`config.mk`:
```
export PLATFORM = sky130hd
export DESIGN_NAME = imem_loader
export DESIGN_NICKNAME = d
export VERILOG_FILES = /design/src/rtl/processor_pkg.sv /design/src/rtl/byte_packer.sv /design/src/rtl/imem_loader.sv
export SDC_FILE = /design/constraint.sdc
export NUM_CORES = 1
export LEC_CHECK = 0
export CELL_PAD_IN_SITES_DETAIL_PLACEMENT = 0
export CELL_PAD_IN_SITES_GLOBAL_PLACEMENT = 1
export CORE_AREA = 2 2 87 89
export DETAILED_ROUTE_END_ITERATION = 16
export DIE_AREA = 0 0 89 91
export HOLD_SLACK_MARGIN = 0.02
export PLACE_DENSITY = 0.83
export SLEW_MARGIN = 20
export SYNTH_ARGS = -nofsm -noshare
export SYNTH_HDL_FRONTEND = slang
export SYNTH_SLANG_ARGS = --single-unit
```
`constraint.sdc`:
```
create_clock -name clock -period 4.15 [get_ports clock]
set_input_delay 0.415 -clock clock [delete_from_list [all_inputs] [get_ports clock]]
set_output_delay 0.415 -clock clock [all_outputs]
set_load 0.05 [all_outputs]
```
`src/rtl/processor_pkg.sv`:
```
// processor_pkg: types and constants shared by the processor slice.
//   loader_state_t  - imem_loader FSM state encoding
//   IMEM_ADDR_WIDTH - default imem word-address width
//   HDR_BYTES       - length of the load header (word count, big-endian)
package processor_pkg;

  localparam int unsigned IMEM_ADDR_WIDTH = 12;
  localparam int unsigned HDR_BYTES       = 2;

  typedef enum logic [2:0] {
    IDLE   = 3'd0,
    HDR_HI = 3'd1,
    HDR_LO = 3'd2,
    DATA   = 3'd3,
    WRITE  = 3'd4,
    CHECK  = 3'd5,
    DONE   = 3'd6
  } loader_state_t;

endpackage

```
`src/rtl/byte_packer.sv`:
```
// byte_packer: assembles four accepted bytes into a little-endian 32-bit word.
// Ports:
//   clock      in   system clock
//   reset      in   asynchronous active-low reset
//   clear      in   restart byte counting (start of a new load)
//   accept     in   byte_in is taken this cycle
//   byte_in    in   stream byte
//   word       out  assembled word; first byte lands in [7:0]
//   word_ready out  this accept completes the word (4th byte)
module byte_packer (
  input  logic        clock,
  input  logic        reset,
  input  logic        clear,
  input  logic        accept,
  input  logic [7:0]  byte_in,
  output logic [31:0] word,
  output logic        word_ready
);

  logic [1:0] byte_cnt;

  // Right-shifting in at the top leaves the first byte at [7:0] after four.
  always_ff @(posedge clock or negedge reset) begin
    if (!reset) begin
      byte_cnt <= '0;
      word     <= '0;
    end else if (clear) begin
      byte_cnt <= '0;
    end else if (accept) begin
      word     <= {byte_in, word[31:8]};
      byte_cnt <= byte_cnt + 2'd1;
    end
  end

  assign word_ready = accept && (byte_cnt == 2'd3);

endmodule

```
`src/rtl/imem_loader.sv`:
```
// imem_loader: boot-time program loader. Receives a byte stream (2-byte
// big-endian word count, then little-endian 32-bit words), writes the words
// into imem starting at BASE_ADDR, and holds the core while loading.
// Optional feature: define IMEM_LOADER_CHECKSUM_EN to add a trailing XOR
// checksum byte checked in the CHECK state (load_error on mismatch).
// Ports:
//   clock        in   system clock
//   reset        in   asynchronous active-low reset
//   load_start   in   begin a load (honoured in IDLE/DONE only)
//   byte_in      in   stream byte
//   byte_valid   in   byte_in valid
//   byte_ready   out  loader accepts a byte this cycle
//   imem_address out  imem write word address
//   imem_data    out  imem write data
//   imem_wren    out  imem write strobe, one cycle per word
//   cpu_hold     out  stall fetch / hold PC at BASE_ADDR
//   load_done    out  load finished; held until next load_start
//   load_error   out  checksum mismatch (0 without the checksum feature)
// ADDR_WIDTH must lie in 9..16: the header high byte supplies the bits above 7.
module imem_loader
  import processor_pkg::*;
#(
  parameter int unsigned           ADDR_WIDTH = IMEM_ADDR_WIDTH,
  parameter logic [ADDR_WIDTH-1:0] BASE_ADDR  = '0
) (
  input  logic                  clock,
  input  logic                  reset,
  input  logic                  load_start,
  input  logic [7:0]            byte_in,
  input  logic                  byte_valid,
  output logic                  byte_ready,
  output logic [ADDR_WIDTH-1:0] imem_address,
  output logic [31:0]           imem_data,
  output logic                  imem_wren,
  output logic                  cpu_hold,
  output logic                  load_done,
  output logic                  load_error
);

  localparam int unsigned HI_BITS = ADDR_WIDTH - 8;

`ifdef IMEM_LOADER_CHECKSUM_EN
  localparam loader_state_t END_STATE = CHECK;
`else
  localparam loader_state_t END_STATE = DONE;
`endif

  loader_state_t         state_q, state_d;
  logic [HI_BITS-1:0]    hdr_hi_q;
  logic [ADDR_WIDTH-1:0] hdr_count;
  logic [ADDR_WIDTH-1:0] remaining_q;
  logic [ADDR_WIDTH-1:0] addr_q;
  logic                  handshake;
  logic                  start_ok;
  logic                  pack_accept;
  logic                  word_ready;
  logic [31:0]           packed_word;

  // byte_ready depends on state only, so handshake has no combinational loop.
  assign handshake   = byte_valid && byte_ready;
  assign start_ok    = load_start && ((state_q == IDLE) || (state_q == DONE));
  // Only the low ADDR_WIDTH bits of the header count are kept.
  assign hdr_count   = {hdr_hi_q, byte_in};
  assign pack_accept = handshake && (state_q == DATA);

  byte_packer u_packer (
    .clock      (clock),
    .reset      (reset),
    .clear      (start_ok),
    .accept     (pack_accept),
    .byte_in    (byte_in),
    .word       (packed_word),
    .word_ready (word_ready)
  );

  always_comb begin
    state_d    = state_q;
    byte_ready = 1'b0;
    cpu_hold   = 1'b1;
    load_done  = 1'b0;
    imem_wren  = 1'b0;
    unique case (state_q)
      IDLE, DONE: begin
        cpu_hold  = 1'b0;
        load_done = (state_q == DONE);
        if (load_start) state_d = HDR_HI;
      end
      HDR_HI: begin
        byte_ready = 1'b1;
        if (byte_valid) state_d = HDR_LO;
      end
      HDR_LO: begin
        byte_ready = 1'b1;
        if (byte_valid) state_d = (hdr_count == '0) ? END_STATE : DATA;
      end
      DATA: begin
        byte_ready = 1'b1;
        if (word_ready) state_d = WRITE;
      end
      WRITE: begin
        imem_wren = 1'b1;
        state_d   = (remaining_q == ADDR_WIDTH'(1)) ? END_STATE : DATA;
      end
`ifdef IMEM_LOADER_CHECKSUM_EN
      CHECK: begin
        byte_ready = 1'b1;
        if (byte_valid) state_d = DONE;
      end
`endif
      default: state_d = IDLE;
    endcase
  end

  always_ff @(posedge clock or negedge reset) begin
    if (!reset) begin
      state_q     <= IDLE;
      hdr_hi_q    <= '0;
      remaining_q <= '0;
      addr_q      <= BASE_ADDR;
    end else begin
      state_q <= state_d;

      if (start_ok)              addr_q <= BASE_ADDR;
      else if (state_q == WRITE) addr_q <= addr_q + ADDR_WIDTH'(1);

      if (handshake && (state_q == HDR_HI)) hdr_hi_q <= byte_in[HI_BITS-1:0];

      if (handshake && (state_q == HDR_LO)) remaining_q <= hdr_count;
      else if (state_q == WRITE)            remaining_q <= remaining_q - ADDR_WIDTH'(1);
    end
  end

  assign imem_address = addr_q;
  assign imem_data    = packed_word;

`ifdef IMEM_LOADER_CHECKSUM_EN
  logic [7:0] xor_q;
  logic       error_q;

  // Header and data bytes fold into xor_q; the CHECK byte is compared instead.
  always_ff @(posedge clock or negedge reset) begin
    if (!reset) begin
      xor_q   <= '0;
      error_q <= 1'b0;
    end else if (start_ok) begin
      xor_q   <= '0;
      error_q <= 1'b0;
    end else if (handshake) begin
      if (state_q == CHECK) error_q <= (byte_in != xor_q);
      else                  xor_q   <= xor_q ^ byte_in;
    end
  end

  assign load_error = error_q;
`else
  assign load_error = 1'b0;
`endif

endmodule

```
==> flow_summary.toml, run 1 <==
[run_status]
status = "finished clean"

[clock_tree]
worstSkewPairLatency_ns = 0.34
cts-buffers-inserted = 9
cts_setup_buffers = 0
clkTransAtPathRegs_ns = 0.08
post_cts_resized = 0
cts_hold_buf = 0
cts-root-buf = "clkbuf_8"
htree_levels = 3
cts_buffer_depth = 2
tritoncts = "done"
cts_sinks = 65

[floorplanning]
start_util = 0.422
io_pins = 61
std_cell_rows = 31
core_area_um2 = 7140
die_h_um = 91
die_area_um2 = 8100
die_w_um = 89

[logic_synthesis]
synth_most_common_cell = "dfrtp_1"
mappedNetlistArea_um2 = 3010
synth.top_cell.area_share = 0.540
synth_nets = 277
synth-edff-count = 0
synthTopCellsByCount = "dfrtp_1, mux2_2, nor2_1, nand2_1, nand3_1"
yosys.area.top_type = "dfrtp_1"
synth.distinct_cells = 44
syn_avg_cell_area_um2 = 11.5
synth_ff_type = "dfrtp_1"
ys_seq_area_frac = 0.540
ys_warn_count = 0
syn_inst = 261
yosys-top-cells-area = "dfrtp_1, mux2_2, nor2_1"
async_flop_share = 1.00
ys_ff_latch = 65

[routing]
wl_per_cell_um = 15.0
vias_per_cell = 5.24
drt_wl_total_um = 6420
detail_route.iter0.violations = 137
routed-via-count = 2236
firstDrtPassIters = 4
ant_nets = 0
drc = 0

[sta]
slew_violations = 0
period_needed_ns = 2.92
skew_ns = 0.0111
rsz0062_at_grt = "false"
holdWs_ns = 0.194
maxSlewHeadroom = 0.289
period_share = 0.704
max_freq_mhz = 342
setup_viol = 0
tightest_slew_ns = 1.06
finalSetupTns_ns = 0
hold_viol_final = 0

[worst_setup_path]
crit_fanout = 18
setup.worst_path.class = "reg -> out"
cp.required_ns = 3.73
start_kind = "flop"
cp-end-kind = "output pin"
ff2ff_path_depth = 3
slowest_stage = "clkdlybuf4s50_1"
critical_path.max_stage_delay_ns = 0.83
crit_chain = "or3b_1 > buf_4 > inv_2 > clkdlybuf4s50_1"
critPathArrivalTime_ns = 2.51

[pwr]
p_int_uw = 1750
power_frac_seq = 0.344
p_sw_frac = 0.460
vdd_drop_max_mv = 0.520
powerDensity_nw_per_um2 = 838
clock_power_share = 0.156
p_leak_uw = 0.00163
pwr-share-comb = 0.500
p_sw_uw = 1490

[finish]
diodes = 0
fin_area_um2 = 3880
seq_area_um2 = 1630
n_fill_cell = 669
syn2layout_area_growth_pct = 28.8
nets = 339
multi_input_area_um2 = 1300
layout-drive-gt1-share = 0.186

[placed_design]
routabilityCongestion = 0.830
place_area_um2 = 3690
place.port_buffers = 59
hpwl_um = 4530

[flow_run]
max-cap-violations = 0

[global_route]
grt_pass1_vias = 2236
grt_max_degree = 41
grt_antenna_before_repair = 0
grt_use_total = 0.172
grt_pass1_wl_um = 10800
grt.overflow.total = 0

[hold_path]
hold_path.class = "in -> async"
==> kinds of logic after synthesis <==
| family | synth area share |
|---|---|
| and+or+nand+nor | 0.158 |
| DFF | 0.540 |
| AOI/OAI and AO/OA | 0.0894 |
| muxes | 0.138 |
| buffers and inverters | 0.0295 |
| xor gates and xnor gates | 0.0262 |
| adders and majority gates | 0.0166 |
| other | 0.00125 |
==> metrics by stage <==
| stage | total power, uW | instances | worst slack (ns) | util |
|---|---|---|---|---|
| 2_1_floorplan | 2240 | 261 | 2.08 | - |
| 3_3_place_gp | 2730 | 411 | 1.61 | 0.517 |
| 3_5_place_dp | 2760 | 411 | 1.60 | 0.517 |
| 4_1_cts | 3280 | 427 | 1.23 | 0.543 |
| 5_1_grt | 3440 | 427 | 1.10 | 0.543 |
| 6_report | 3250 | 427 | 1.23 | 0.543 |
==> power groups by stage <==
stage,clock (uW),combinational [uW],sequential [uW]
6_report,506,1630,1120
5_1_grt,544,1730,1160
4_1_cts,519,1640,1120
3_5_place_dp,0,1630,1130
3_3_place_gp,0,1620,1120
2_1_floorplan,0,678,1570
==> final timing paths <==
path                                       from                   end  slack (ns)
setup / recovery                     state_q[0]             imem_wren        1.23
hold / removal                            reset      u_packer.word[3]        0.19
setup reg to reg                 remaining_q[2]        remaining_q[7]        1.90
hold reg to reg            u_packer.byte_cnt[0]  u_packer.byte_cnt[0]        0.50
max in group asynchronous                 reset        remaining_q[4]        3.07
min in group clock         u_packer.byte_cnt[0]  u_packer.byte_cnt[0]        0.50
==> layout make-up <==
class | count | area share
timing repair buffer | 63 | 0.159
inverter | 6 | 0.00581
multi-input combinational | 178 | 0.335
sequential | 65 | 0.419
clock inverter | 5 | 0.00968
clock buffer | 11 | 0.0390
tap | 99 | 0.0319
==> registers in the layout (all words and copies together), names as in the netlist <==
name,count
state_q,3
u_packer.byte_cnt,2
hdr_hi_q,4
imem_address,12
u_packer.word,32
remaining_q,12
==> cells in the final DEF, fill, tap and decap left out, types with 2 or more instances in the layout <==
cell type	count
a21oi_1	5
a221o_1	3
and4_1	2
buf_4	4
clkbuf_8	11
clkdlybuf4s50_1	58
clkinvlp_4	2
dfrtp_1	65
ha_1	4
inv_1	5
mux2_2	37
nand2_1	19
nand3_1	12
nand3b_1	2
nand4_1	3
nor2_1	22
nor2b_1	2
nor3_1	4
nor4_1	5
o211ai_1	8
o21ai_0	7
o311ai_0	4
o31ai_1	3
or3_1	5
or3b_1	2
or4_1	4
xnor2_1	7
xor2_1	2
==> layer usage <==
| metal | global-route usage | routed length [um] |
|---|---|---|
| met1 | 0.234 | 2980 |
| met2 | 0.253 | 3000 |
| met3 | 0.0473 | 292 |
| met4 | 0.0784 | 150 |
| met5 | 0 | 0 |
==> worst max-delay path, delay by kind of cell, from the launching register on <==
family / cells / cell delay (ns)
flip-flops: 1 / 0.56
buffers and inverters: 3 / 1.20
AND/OR/NAND/NOR: 1 / 0.41
Note: power is estimated with default switching activity, not from simulation.
==> run 2, diff against run 1 <==
--- a/config.mk
+++ b/config.mk
@@ -7,11 +7,11 @@
 export LEC_CHECK = 0
 export CELL_PAD_IN_SITES_DETAIL_PLACEMENT = 0
 export CELL_PAD_IN_SITES_GLOBAL_PLACEMENT = 1
-export CORE_AREA = 2 2 87 89
+export CORE_AREA = 2 2 90 92
 export DETAILED_ROUTE_END_ITERATION = 16
-export DIE_AREA = 0 0 89 91
+export DIE_AREA = 0 0 92 94
 export HOLD_SLACK_MARGIN = 0.02
-export PLACE_DENSITY = 0.83
+export PLACE_DENSITY = 0.78
 export SLEW_MARGIN = 20
 export SYNTH_ARGS = -nofsm -noshare
 export SYNTH_HDL_FRONTEND = slang
==> constraint.sdc (replaced) <==
create_clock -name clock -period 2.8 [get_ports clock]
set_input_delay 0.28 -clock clock [delete_from_list [all_inputs] [get_ports clock]]
set_output_delay 0.28 -clock clock [all_outputs]
set_load 0.05 [all_outputs]
==> run 2 against run 1 <==
Routed wire length is 3.1% higher. Die area grew 6.8%. Clock power rose by 66%. First-iteration DRC count is 7.3% higher. Via count down 1.1%. Clock skew up 0.0012 ns. Critical path type unchanged. Hold slack gained 0.29 ns. Total power rose by 52%. Core utilization decreased by 2.5 points.
==> flow_summary.toml, run 2 (synthesized netlist as in run 1, its figures left out) <==
[run_status]
status = "finished clean"

[worst_setup_path]
setup.worst_path.class = "reg -> out"
critPathArrivalTime_ns = 2.34
cp.required_ns = 2.52
start_kind = "flop"
cp-end-kind = "output pin"
crit_fanout = 13

[global_route]
grt_pass1_wl_um = 11500
grt.overflow.total = 0
grt_pass1_vias = 2219
grt_antenna_before_repair = 0
grt_use_total = 0.171
grt_max_degree = 66

[pwr]
p_leak_uw = 0.00168
vdd_drop_max_mv = 0.781
powerDensity_nw_per_um2 = 1250
power_frac_seq = 0.329
clock_power_share = 0.170
pwr-share-comb = 0.501
p_sw_uw = 2240
p_int_uw = 2700
p_sw_frac = 0.454

[floorplanning]
core_area_um2 = 7610
io_pins = 61
die_area_um2 = 8650
start_util = 0.396
die_h_um = 94
std_cell_rows = 32
die_w_um = 92

[clock_tree]
tritoncts = "done"
cts-buffers-inserted = 9
worstSkewPairLatency_ns = 0.35
cts_buffer_depth = 2
cts-root-buf = "clkbuf_8"
cts_sinks = 65
htree_levels = 3
post_cts_resized = 0
clkTransAtPathRegs_ns = 0.08

[sta]
period_share = 0.934
slew_violations = 0
period_needed_ns = 2.62
maxSlewHeadroom = 0.582
rsz0062_at_grt = "false"
hold_viol_final = 0
finalSetupTns_ns = 0
max_freq_mhz = 382
setup_viol = 0
skew_ns = 0.0123
tightest_slew_ns = 0.627

[routing]
drt_wl_total_um = 6620
drc = 0
detail_route.iter0.violations = 147
vias_per_cell = 5.09
routed-via-count = 2211
firstDrtPassIters = 4
ant_nets = 0
wl_per_cell_um = 15.3

[finish]
diodes = 0
syn2layout_area_growth_pct = 31.1
final_common_cell = "dfrtp_1"
layout-drive-gt1-share = 0.196
n_fill_cell = 708
layout_common_cells = "dfrtp_1, clkdlybuf4s50_1, mux2_2, nor2_1, nand2_1"
largest_reg_flops = 32
largest-register = "u_packer.word"
final_cells = 434
nets = 343

[placed_design]
dp.cells = 417
routabilityCongestion = 0.786
place.port_buffers = 59
hpwl_um = 4680

[flow_run]
max-cap-violations = 0

[hold_path]
hold_path.class = "in -> async"
-- run 2: per-layer routing --
layer,up-vias,track usage,wire (um)
li1,1091,-,-
met1,1068,0.227,3110
met2,41,0.260,3120
met3,11,0.0506,277
met4,0,0.0709,121
met5,-,0,0
-- run 2: power by group through the flow --
stage                     clock (uW)  combinational, uW  sequential [uW]
final                            840               2470             1630
after global routing             905               2640             1690
after CTS                        866               2500             1630
after detailed placement           0               2490             1640
after global placement             0               2460             1630
after floorplan                    0               1010             2320
-- run 2: cell type report --
class / count / area [um2] / area share
repair buffers: 67 / 658 / 0.167
clock buffers: 10 / 138 / 0.0349
clock inverters: 6 / 73.8 / 0.0187
flip-flops and latches: 65 / 1630 / 0.412
inverters: 6 / 22.5 / 0.00571
well taps: 102 / 128 / 0.0323
multi-input cells: 178 / 1300 / 0.330
-- run 2: timing repair --
item                                   in CTS  in global routing
hold buffers                                1                  0
endpoints found under the hold margin      65                  0
buffers inserted                            0                  0
-- run 2: worst max-delay path: stages (launching register included) --
cell and delay [ns]:
dfrtp_1 0.54, nor2b_1 0.45, or3_1 0.20, clkdlybuf4s50_1 0.81
-- run 2: path summary, 6_finish.rpt --
| check | from | endpoint | slack, ns | cells after the start |
|---|---|---|---|---|
| setup reg to reg | state_q[1] | remaining_q[7] | 0.58 | 5 |
| hold / removal | reset | u_packer.word[2] | 0.49 | 3 |
| max in group asynchronous | reset | remaining_q[3] | 2.04 | 3 |
| hold reg to reg | u_packer.byte_cnt[0] | u_packer.byte_cnt[0] | 0.51 | 1 |
| setup / recovery | state_q[1] | cpu_hold | 0.18 | 3 |
| min in group clock | u_packer.byte_cnt[0] | u_packer.byte_cnt[0] | 0.51 | 1 |
-- run 2: per-stage QoR --
stage               power, uW  worst slack (ns)  instance area, um2  utilization  hold WS (ns)
finish                   4940             0.185                3950        0.519         0.486
global route             5240            0.0671                3950        0.519         0.488
CTS                      4990             0.179                3950        0.519         0.470
detailed placement       4130             0.565                3730        0.490         0.326
global placement         4090             0.633                3730        0.490         0.327
floorplan                3330             0.733                3010            -       -0.0156
==> run 3, diff against run 2 <==
--- a/config.mk
+++ b/config.mk
@@ -11,7 +11,7 @@
 export DETAILED_ROUTE_END_ITERATION = 16
 export DIE_AREA = 0 0 92 94
 export HOLD_SLACK_MARGIN = 0.02
-export PLACE_DENSITY = 0.78
+export PLACE_DENSITY_LB_ADDON = 0.1
 export SLEW_MARGIN = 20
 export SYNTH_ARGS = -nofsm -noshare
 export SYNTH_HDL_FRONTEND = slang
==> run 3 against run 2 <==
Critical endpoint unchanged. Total power grew 2.3%. Sequential share of layout area shrank 0.35 points. Global-route usage shrank 0.62 points. Hold slack gained 0.011 ns. Critical path depth is the same. Clock power grew 15%. Final cell count grew 0.23%. Worst setup slack gained 0.078 ns. Clock skew shrank 0.0078 ns. Largest cell class unchanged. Core utilization grew 0.44 points.
==> flow_summary.toml, run 3 (synthesized netlist as in run 1, its figures left out) <==
[placed_design]
hpwl_um = 4810
place.port_buffers = 59
dp.cells = 418
routabilityCongestion = 0.793

[hold_path]
hold_path.class = "reg -> reg"

[clock_tree]
worstSkewPairLatency_ns = 0.34
htree_levels = 3
cts_buffer_depth = 2
cts_setup_buffers = 0
tritoncts = "done"
clkTransAtPathRegs_ns = 0.07
cts-root-buf = "clkbuf_8"
cts_sinks = 65
cts-buffers-inserted = 9

[global_route]
grt_use_total = 0.164
grt_pass1_wl_um = 11100
grt_max_degree = 37
grt_pass1_vias = 2178
grt_antenna_before_repair = 0
grt.overflow.total = 0

[sta]
slew_violations = 0
max_freq_mhz = 394
tightest_slew_ns = 0.733
period_share = 0.906
maxSlewHeadroom = 0.512
period_needed_ns = 2.54
setup_viol = 0
hold_viol_final = 0
skew_ns = 0.00446
rsz0062_at_grt = "false"
finalSetupTns_ns = 0

[routing]
detail_route.iter0.violations = 82
routed-via-count = 2251
ant_nets = 0
wl_per_cell_um = 15.2
drt_wl_total_um = 6600
vias_per_cell = 5.17
firstDrtPassIters = 4
drc = 0

[worst_setup_path]
cp-end-kind = "output pin"
setup.worst_path.class = "reg -> out"
worst-path-buf-inv = 1
critical_path.max_stage_delay_ns = 0.81
cp_top_family = "buffers and inverters"
cp.required_ns = 2.52
critPathArrivalTime_ns = 2.26
crit_fanout = 13
slowest_stage = "clkdlybuf4s50_1"
start_kind = "flop"
crit_chain = "nor2b_2 > or3_1 > clkdlybuf4s50_1"

[run_status]
status = "finished clean"

[pwr]
p_leak_uw = 0.00169
powerDensity_nw_per_um2 = 1270
vdd_drop_max_mv = 0.696

[flow_run]
max-cap-violations = 0

[finish]
final_core_util = 0.523
largest-register = "u_packer.word"
final_cells = 435
final_common_cell = "dfrtp_1"
layout-drive-gt1-share = 0.201
layout_common_cells = "dfrtp_1, clkdlybuf4s50_1, mux2_2, nor2_1, nand2_1"
nets = 344
diodes = 0
syn2layout_area_growth_pct = 32.3
largest_reg_flops = 32

[floorplanning]
core_area_um2 = 7610
std_cell_rows = 32
die_w_um = 92
io_pins = 61
start_util = 0.396
die_area_um2 = 8650
die_h_um = 94
[run 3: area by class of cell]
type | count | area [um2]
clock buffers | 10 | 128
clock inverters | 6 | 115
fillers | 725 | 3630
inverters | 6 | 22.5
multi-input cells | 178 | 1310
flip-flops and latches | 65 | 1630
well taps | 102 | 128
repair buffers | 68 | 653
[run 3: per-stage QoR]
stage | setup WS [ns] | hold WS (ns) | total power (uW) | instance area (um2)
final | 0.262 | 0.498 | 5050 | 3980
after global routing | 0.112 | 0.525 | 5360 | 3980
after CTS | 0.133 | 0.508 | 5110 | 3980
after detailed placement | 0.510 | 0.386 | 4120 | 3730
after global placement | 0.589 | 0.388 | 4090 | 3730
after floorplan | 0.733 | -0.0156 | 3330 | 3010
[run 3: final timing paths]
path | from | endpoint | slack (ns) | cells past startpoint
worst max-delay path | state_q[1] | cpu_hold | 0.26 | 3
worst min-delay path | u_packer.byte_cnt[0] | u_packer.byte_cnt[0] | 0.50 | 1
worst min register to register | u_packer.byte_cnt[0] | u_packer.byte_cnt[0] | 0.50 | 1
worst max register to register | state_q[0] | remaining_q[6] | 0.62 | 5
max in group asynchronous | reset | remaining_q[1] | 1.55 | 3
min in group asynchronous | reset | u_packer.word[0] | 0.53 | 2
[run 3: per-layer routing]
layer,up-vias,track usage,part of all wire
met5,-,0,0
met4,0,0.0709,0.020
met3,12,0.0321,0.035
met2,43,0.254,0.47
met1,1103,0.226,0.47
li1,1093,-,-
[run 3: worst register-to-register path, cell delays in order (launching register included)]
cell and delay, ns:
dfrtp_1 0.66, or3b_1 0.46, inv_2 0.19, nor2_1 0.47, o21ai_0 0.17, o311ai_0 0.11
[run 3: repair_timing]
action / in CTS / in global routing
hold buffers: 1 / 0
resized for setup: 0 / 1
hold endpoints to repair: 19 / 0
setup endpoints to repair: 0 / 1
[run 3: power by group]
group	total, uW	internal (uW)	switching (uW)	leakage (uW)
Clock	967	596	370	0.000117
Combinational	2430	944	1490	0.000744
Sequential	1660	1310	349	0.000828
Total	5050	2850	2210	0.00169
